--- src/rtl/ps2_keys_pkg.sv ---
// Shared PS/2 scancode and key-code constants, the parser state type and
// the scancode-to-key mapping used by the key decoder.
package ps2_keys_pkg;

  localparam int NKEYS = 12;

  localparam logic [7:0] SC_F0 = 8'hF0;
  localparam logic [7:0] SC_E0 = 8'hE0;

  localparam logic [7:0] SC_A     = 8'h1C;
  localparam logic [7:0] SC_Q     = 8'h15;
  localparam logic [7:0] SC_D     = 8'h23;
  localparam logic [7:0] SC_F     = 8'h2B;
  localparam logic [7:0] SC_W     = 8'h1D;
  localparam logic [7:0] SC_S     = 8'h1B;
  localparam logic [7:0] SC_SPACE = 8'h29;
  localparam logic [7:0] SC_ENTER = 8'h5A;
  localparam logic [7:0] SC_UP    = 8'h75;
  localparam logic [7:0] SC_DOWN  = 8'h72;
  localparam logic [7:0] SC_LEFT  = 8'h6B;
  localparam logic [7:0] SC_RIGHT = 8'h74;

  localparam logic [7:0] KC_A     = 8'h61;
  localparam logic [7:0] KC_Q     = 8'h71;
  localparam logic [7:0] KC_D     = 8'h64;
  localparam logic [7:0] KC_F     = 8'h66;
  localparam logic [7:0] KC_W     = 8'h77;
  localparam logic [7:0] KC_S     = 8'h73;
  localparam logic [7:0] KC_SPACE = 8'h20;
  localparam logic [7:0] KC_ENTER = 8'h0D;
  localparam logic [7:0] KC_UP    = 8'h80;
  localparam logic [7:0] KC_DOWN  = 8'h81;
  localparam logic [7:0] KC_LEFT  = 8'h82;
  localparam logic [7:0] KC_RIGHT = 8'h83;

  typedef enum logic [1:0] {IDLE, EXT, BRK, EXT_BRK} parse_state_e;

  typedef struct packed {
    logic       hit;
    logic [3:0] idx;
    logic [7:0] code;
  } key_map_t;

  // Normal codes only match without E0; arrows only match with it.
  function automatic key_map_t map_key(input logic [7:0] sc, input logic ext);
    key_map_t r;
    r = '0;
    if (!ext) begin
      case (sc)
        SC_A:     r = '{hit: 1'b1, idx: 4'd0, code: KC_A};
        SC_Q:     r = '{hit: 1'b1, idx: 4'd1, code: KC_Q};
        SC_D:     r = '{hit: 1'b1, idx: 4'd2, code: KC_D};
        SC_F:     r = '{hit: 1'b1, idx: 4'd3, code: KC_F};
        SC_W:     r = '{hit: 1'b1, idx: 4'd4, code: KC_W};
        SC_S:     r = '{hit: 1'b1, idx: 4'd5, code: KC_S};
        SC_SPACE: r = '{hit: 1'b1, idx: 4'd6, code: KC_SPACE};
        SC_ENTER: r = '{hit: 1'b1, idx: 4'd7, code: KC_ENTER};
        default:  r = '0;
      endcase
    end else begin
      case (sc)
        SC_UP:    r = '{hit: 1'b1, idx: 4'd8,  code: KC_UP};
        SC_DOWN:  r = '{hit: 1'b1, idx: 4'd9,  code: KC_DOWN};
        SC_LEFT:  r = '{hit: 1'b1, idx: 4'd10, code: KC_LEFT};
        SC_RIGHT: r = '{hit: 1'b1, idx: 4'd11, code: KC_RIGHT};
        default:  r = '0;
      endcase
    end
    return r;
  endfunction

endpackage

--- src/rtl/key_fifo.sv ---
// First-word fall-through FIFO for decoded key codes with a sticky
// overflow flag for dropped pushes.
module key_fifo #(
  parameter int DEPTH = 8,
  parameter int W     = 8
) (
  input  logic                     clock,
  input  logic                     reset,
  input  logic                     push,
  input  logic [W-1:0]             wr_data,
  input  logic                     pop,
  input  logic                     clr_overflow,
  output logic [W-1:0]             rd_data,
  output logic                     empty,
  output logic                     full,
  output logic [$clog2(DEPTH):0]   count,
  output logic                     overflow
);
  localparam int AW = $clog2(DEPTH);
  localparam logic [AW:0]   FULL_CNT = DEPTH[AW:0];
  localparam logic [AW:0]   CNT_ONE  = (AW+1)'(1);
  localparam logic [AW-1:0] PTR_ONE  = AW'(1);

  logic [DEPTH-1:0][W-1:0] mem_q, mem_d;
  logic [AW-1:0]           wr_ptr_q, wr_ptr_d, rd_ptr_q, rd_ptr_d;
  logic [AW:0]             count_q, count_d;
  logic                    overflow_q, overflow_d;
  logic                    do_push, do_pop;

  assign empty    = (count_q == '0);
  assign full     = (count_q == FULL_CNT);
  assign rd_data  = mem_q[rd_ptr_q];
  assign count    = count_q;
  assign overflow = overflow_q;

  // A pop frees the slot the same cycle, so a full FIFO still accepts a push.
  assign do_pop  = pop && !empty;
  assign do_push = push && (!full || do_pop);

  always_comb begin
    mem_d      = mem_q;
    wr_ptr_d   = wr_ptr_q;
    rd_ptr_d   = rd_ptr_q;
    count_d    = count_q;
    overflow_d = (overflow_q && !clr_overflow) || (push && !do_push);
    if (do_push) begin
      mem_d[wr_ptr_q] = wr_data;
      wr_ptr_d        = wr_ptr_q + PTR_ONE;
    end
    if (do_pop) rd_ptr_d = rd_ptr_q + PTR_ONE;
    case ({do_push, do_pop})
      2'b10:   count_d = count_q + CNT_ONE;
      2'b01:   count_d = count_q - CNT_ONE;
      default: count_d = count_q;
    endcase
  end

  always_ff @(posedge clock or posedge reset) begin
    if (reset) begin
      mem_q      <= '0;
      wr_ptr_q   <= '0;
      rd_ptr_q   <= '0;
      count_q    <= '0;
      overflow_q <= 1'b0;
    end else begin
      mem_q      <= mem_d;
      wr_ptr_q   <= wr_ptr_d;
      rd_ptr_q   <= rd_ptr_d;
      count_q    <= count_d;
      overflow_q <= overflow_d;
    end
  end

endmodule

--- src/rtl/ps2_key_decoder.sv ---
// Parses PS/2 make/break/extended byte sequences into buffered key codes,
// a held-key bitmask and a last-key register for the LCD.
module ps2_key_decoder
  import ps2_keys_pkg::*;
#(
  parameter int DEPTH     = 8,
  parameter bit REPEAT_EN = 1'b0
) (
  input  logic                   clock,
  input  logic                   reset,
  input  logic [7:0]             ps2_key_data,
  input  logic                   ps2_key_pressed,
  input  logic                   rd_en,
  input  logic                   clr_overflow,
  output logic [7:0]             rd_data,
  output logic                   empty,
  output logic                   full,
  output logic [$clog2(DEPTH):0] count,
  output logic                   overflow,
  output logic [NKEYS-1:0]       held,
  output logic [7:0]             last_key
);
  parse_state_e     state_q, state_d;
  logic             done, is_brk, is_ext;
  logic             make_ev, brk_ev, push;
  key_map_t         km;
  logic [NKEYS-1:0] held_q, held_d;
  logic [7:0]       last_key_q, last_key_d;

  always_ff @(posedge clock or posedge reset) begin
    if (reset) state_q <= IDLE;
    else       state_q <= state_d;
  end

  always_comb begin
    state_d = state_q;
    if (ps2_key_pressed) begin
      case (state_q)
        IDLE: begin
          if (ps2_key_data == SC_F0)      state_d = BRK;
          else if (ps2_key_data == SC_E0) state_d = EXT;
        end
        EXT:     state_d = (ps2_key_data == SC_F0) ? EXT_BRK : IDLE;
        BRK:     state_d = IDLE;
        EXT_BRK: state_d = IDLE;
        default: state_d = IDLE;
      endcase
    end
  end

  // done marks the byte that completes a sequence; prefixes never do.
  always_comb begin
    done   = 1'b0;
    is_brk = 1'b0;
    is_ext = 1'b0;
    if (ps2_key_pressed) begin
      case (state_q)
        IDLE:    done = (ps2_key_data != SC_F0) && (ps2_key_data != SC_E0);
        EXT:     begin done = (ps2_key_data != SC_F0); is_ext = 1'b1; end
        BRK:     begin done = 1'b1; is_brk = 1'b1; end
        EXT_BRK: begin done = 1'b1; is_brk = 1'b1; is_ext = 1'b1; end
        default: done = 1'b0;
      endcase
    end
    km      = map_key(ps2_key_data, is_ext);
    make_ev = done && !is_brk && km.hit;
    brk_ev  = done &&  is_brk && km.hit;
  end

  always_comb begin
    held_d     = held_q;
    last_key_d = last_key_q;
    push       = 1'b0;
    if (make_ev) begin
      held_d[km.idx] = 1'b1;
      push           = REPEAT_EN || !held_q[km.idx];
    end else if (brk_ev) begin
      held_d[km.idx] = 1'b0;
    end
    if (push) last_key_d = km.code;
  end

  always_ff @(posedge clock or posedge reset) begin
    if (reset) begin
      held_q     <= '0;
      last_key_q <= '0;
    end else begin
      held_q     <= held_d;
      last_key_q <= last_key_d;
    end
  end

  assign held     = held_q;
  assign last_key = last_key_q;

  key_fifo #(.DEPTH(DEPTH), .W(8)) u_fifo (
    .clock        (clock),
    .reset        (reset),
    .push         (push),
    .wr_data      (km.code),
    .pop          (rd_en),
    .clr_overflow (clr_overflow),
    .rd_data      (rd_data),
    .empty        (empty),
    .full         (full),
    .count        (count),
    .overflow     (overflow)
  );

endmodule

--- config.mk ---
export PLATFORM = sky130hd
export DESIGN_NAME = ps2_key_decoder
export DESIGN_NICKNAME = d
export VERILOG_FILES = /design/src/rtl/ps2_keys_pkg.sv /design/src/rtl/key_fifo.sv /design/src/rtl/ps2_key_decoder.sv
export SDC_FILE = /design/constraint.sdc
export NUM_CORES = 1
export LEC_CHECK = 0
export BUFFER_PORTS_ARGS = -buffer_cell sky130_fd_sc_hd__buf_2
export CORE_ASPECT_RATIO = 2
export CORE_MARGIN = 3
export CORE_UTILIZATION = 40
export CTS_CLUSTER_DIAMETER = 40
export DETAILED_ROUTE_END_ITERATION = 8
export RECOVER_POWER = 50
export SLEW_MARGIN = 20
export SYNTH_ARGS = -nofsm -noshare
export SYNTH_HDL_FRONTEND = slang
export SYNTH_SLANG_ARGS = --single-unit
--- constraint.sdc ---
create_clock -name clock -period 10.5 [get_ports clock]
set_input_delay 1.575 -clock clock [delete_from_list [all_inputs] [get_ports clock]]
set_output_delay 1.575 -clock clock [all_outputs]
set_load 0.05 [all_outputs]
==> impl_metrics.env <==
export IMPL_slowest_delay_ps=560
export IMPL_reg2regPathDepth=15
export IMPL_final_setup_worst_slack_ps=4900
export IMPL_slew_violations=100
export IMPL_holdPathEnd="u_fifo.mem_q[62]"
export IMPL_die_area_sq_um=14000
export IMPL_violations="capacitance limit, slew limit"
export IMPL_grt_first_pass_wirelength_um=18900
export IMPL_synthCells=395
export IMPL_rows=57
export IMPL_routed_wl_um=12000
export IMPL_min_path_type="register to register"
export IMPL_grt_ovfl_total=0
export IMPL_cts_sink_count=97
export IMPL_synth_seq_cells=97
export IMPL_avgSynthCellArea_sq_um=12.7
export IMPL_met1_usage_pct=18.0
export IMPL_synth_ff_type="dfrtp_1"
export IMPL_worstSetupPathType="input pin to register"
export IMPL_synth_xor_area_share_pct=1.57
export IMPL_core_sq_um=12200
export IMPL_async_flop_share_pct=100
export IMPL_numPortBuffers=47
export IMPL_hp_start="u_fifo.mem_q[62]"
export IMPL_met2_usage_pct=34.5
export IMPL_start_util_pct=41.2
export IMPL_power_density_nw_per_um2=177
export IMPL_yosys_area_share_simple_pct=13.0
export IMPL_yosys_area_share_adder_pct=1.64
export IMPL_layout_drive_gt1_share_pct=31.8
export IMPL_root_buffer="clkbuf_16"
export IMPL_synth_compound_area_share_pct=6.47
export IMPL_place_hpwl_um=8840
export IMPL_htreeDepth=3
export IMPL_end_kind="register"
export IMPL_cts_setup_buffers=0
export IMPL_cp_top_family="compound AO/OA/AOI/OAI gates"
export IMPL_clkTransAtPathRegs_ps=60
export IMPL_antenna_left=0
export IMPL_antenna_found_initial=0
export IMPL_whs_path_depth=1
export IMPL_hold_buffers=0
export IMPL_synth_fp_nets=414
export IMPL_insertedDiodeCount=0
export IMPL_nNetsFinal=457
export IMPL_grt_util_all_layers_pct=18.0
export IMPL_r2r_end="u_fifo.count[3]"
export IMPL_worst_pin_slew_ps=3150
export IMPL_crit_path_frequent_cell="a21oi_1"
export IMPL_grt_util_met3_pct=2.85
export IMPL_die_x_um=85.3
export IMPL_rrSetupSlack_ps=6240
export IMPL_finClkSkew_ps=11.5
export IMPL_fin_crit_ps=5600
export IMPL_top_usage_layer="met2"
export IMPL_drc_errors=0
export IMPL_synth_warnings=0
export IMPL_crit_buf_inv=1
export IMPL_path_max_fanout=14
export IMPL_ioPinCount=48
export IMPL_cts_tree="built"
export IMPL_cts_max_path_buffers=2
export IMPL_clk_insertion_delay_late_ps=350
export IMPL_cp_cell_sequence="clkbuf_1 -> nor4bb_1 -> nand4_1 -> a21oi_1 -> nor3_2 -> nand3_1 -> a21oi_1 -> a2111oi_2 -> nand2_1 -> ha_1 -> ha_1 -> a21o_1 -> a21oi_1 -> xnor2_1 -> nor2_1 -> xor2_1"
export IMPL_fmax_mhz=178
export IMPL_place_area_sq_um=5390
export IMPL_rsz0062_at_grt="false"
export IMPL_synthMuxAreaShare_pct=26.8
export IMPL_path_depth=16
export IMPL_drt_iter0_markers=177
export IMPL_chipHeight_um=165
export IMPL_cts_buffers=9
export IMPL_crit_slowest_cell="a2111oi_2"
export IMPL_power_mw=1.00
export IMPL_finalHoldViolCount=0
export IMPL_start_kind="input pin"
export IMPL_vias=3403
export IMPL_ys_types=58
export IMPL_crit_arrival_ps=5830
export IMPL_worst_ir_drop_vdd_mv=0.174
export IMPL_gp_congestion=0.877
export IMPL_final_area_sq_um=5670
export IMPL_area_growth_pct=12.8
export IMPL_synth_top_family_by_area="multiplexers"
export IMPL_synth_edff_count=0
export IMPL_synth_area_sq_um=5030
export IMPL_grt_pass1_vias=3583
export IMPL_slew_headroom_pct=-110
export IMPL_grt_max_degree=61
export IMPL_ys_seq_area_share_pct=48.3
export IMPL_drtPass1Iterations=4
export IMPL_status="finished with violations"
export IMPL_required_ps=10730
export IMPL_timing_rr_start="state_q[0]"
export IMPL_drt_vias_per_instance=5.77
export IMPL_ctsResizeCount=0
export IMPL_setup_viol=0
export IMPL_dpl_worst_slack_ps=4830
export IMPL_p_leak_nw=2.76
export IMPL_drv_cap=2
export IMPL_timing_final_crit_share_pct=53.4
export IMPL_wl_per_cell_um=20.3
export IMPL_tns_ps=0
-- worst reg2reg max path: stages (launching register included) --
cell       delay [ps]
dfrtp_1           390
and2_1            400
nand3_1           210
a21oi_2           520
nor2_1            190
a21o_1            260
a21o_1            200
a2111oi_2         550
nand2_1           200
ha_1              270
ha_1              280
a21o_1            170
a21oi_1           160
xnor2_1           130
nor2_1             60
xor2_1            150
-- layout make-up --
class / count / area [sq um]
repair buffers: 49 / 213
multi-input cells: 270 / 2490
clock inverters: 5 / 80.1
clock buffers: 11 / 233
well taps: 147 / 184
inverters: 11 / 42.5
fillers: 1154 / 6520
flip-flops and latches: 97 / 2430
-- where the power goes --
part | internal, mW | total [mW] | switching (mW) | leakage, nW
clock | 0.208 | 0.347 | 0.138 | 0.146
combinational | 0.0825 | 0.200 | 0.118 | 1.27
sequential | 0.394 | 0.454 | 0.0598 | 1.34
-- through the flow --
| step | std cells | hold slack, ps | util [%] |
|---|---|---|---|
| floorplan | 395 | 453 | - |
| global placement | 574 | 465 | 44.2 |
| detailed placement | 574 | 480 | 44.2 |
| CTS | 590 | 498 | 46.8 |
| global route | 590 | 520 | 46.5 |
| finish | 590 | 498 | 46.5 |
-- cells in the mapped netlist (all sizes together) (7+ instances only) --
master,instances,area share [%]
mux4,16,7.2
inv,11,0.82
nand4b,7,2.1
mux2,85,19
clkbuf,7,0.52
nand2,33,2.5
a21oi,9,0.97
dfrtp,97,48
o21ai,13,1.3
buf,10,0.95
nor2,14,1.1
nand3,12,1.3
-- logic make-up (layout without fill, tap and decap cells) --
group | Yosys count | count (layout)
flip-flops | 97 | 97
adder cells (fa/ha/maj) | 6 | 6
multiplexers | 104 | 104
AO/OA/AOI/OAI | 46 | 46
XOR/XNOR | 9 | 9
buffers and inverters | 28 | 76
AND/OR/NAND/NOR | 105 | 105
-- metal layers --
| layer | vias to the layer above | share of wire, % |
|---|---|---|
| met5 | - | 0 |
| met4 | 0 | 4.3 |
| met3 | 31 | 2.8 |
| met2 | 80 | 58 |
| met1 | 1740 | 35 |
| li1 | 1552 | - |
-- worst max-delay path by stage --
stage                    startpoint          endpoint  slack [ps]
finish              ps2_key_data[0]   u_fifo.count[3]        4900
global route                  reset  u_fifo.mem_q[34]        4430
detailed placement  ps2_key_data[0]   u_fifo.count[3]        4830
global placement    ps2_key_data[0]   u_fifo.count[3]        4810
CTS                 ps2_key_data[0]   u_fifo.count[3]        5190
floorplan           u_fifo.count[0]   u_fifo.count[3]        5660
-- cells in the final DEF, fill, tap and decap left out, types with 3 or more instances in the layout --
cell	n
nand4b_1	4
xor2_1	3
nand2_1	33
clkbuf_16	9
mux2i_1	3
nand4b_4	3
dfrtp_1	97
ha_1	5
nor2b_1	5
nand3_1	11
clkbuf_1	30
nand4_1	4
o21ai_0	12
buf_2	20
a21oi_1	8
and3_1	5
and2_1	5
xnor2_1	6
a21o_1	5
mux2_2	74
inv_1	10
mux2_1	11
mux4_2	16
nor2_1	13
No activity file was read; power rests on OpenSTA's default activity.
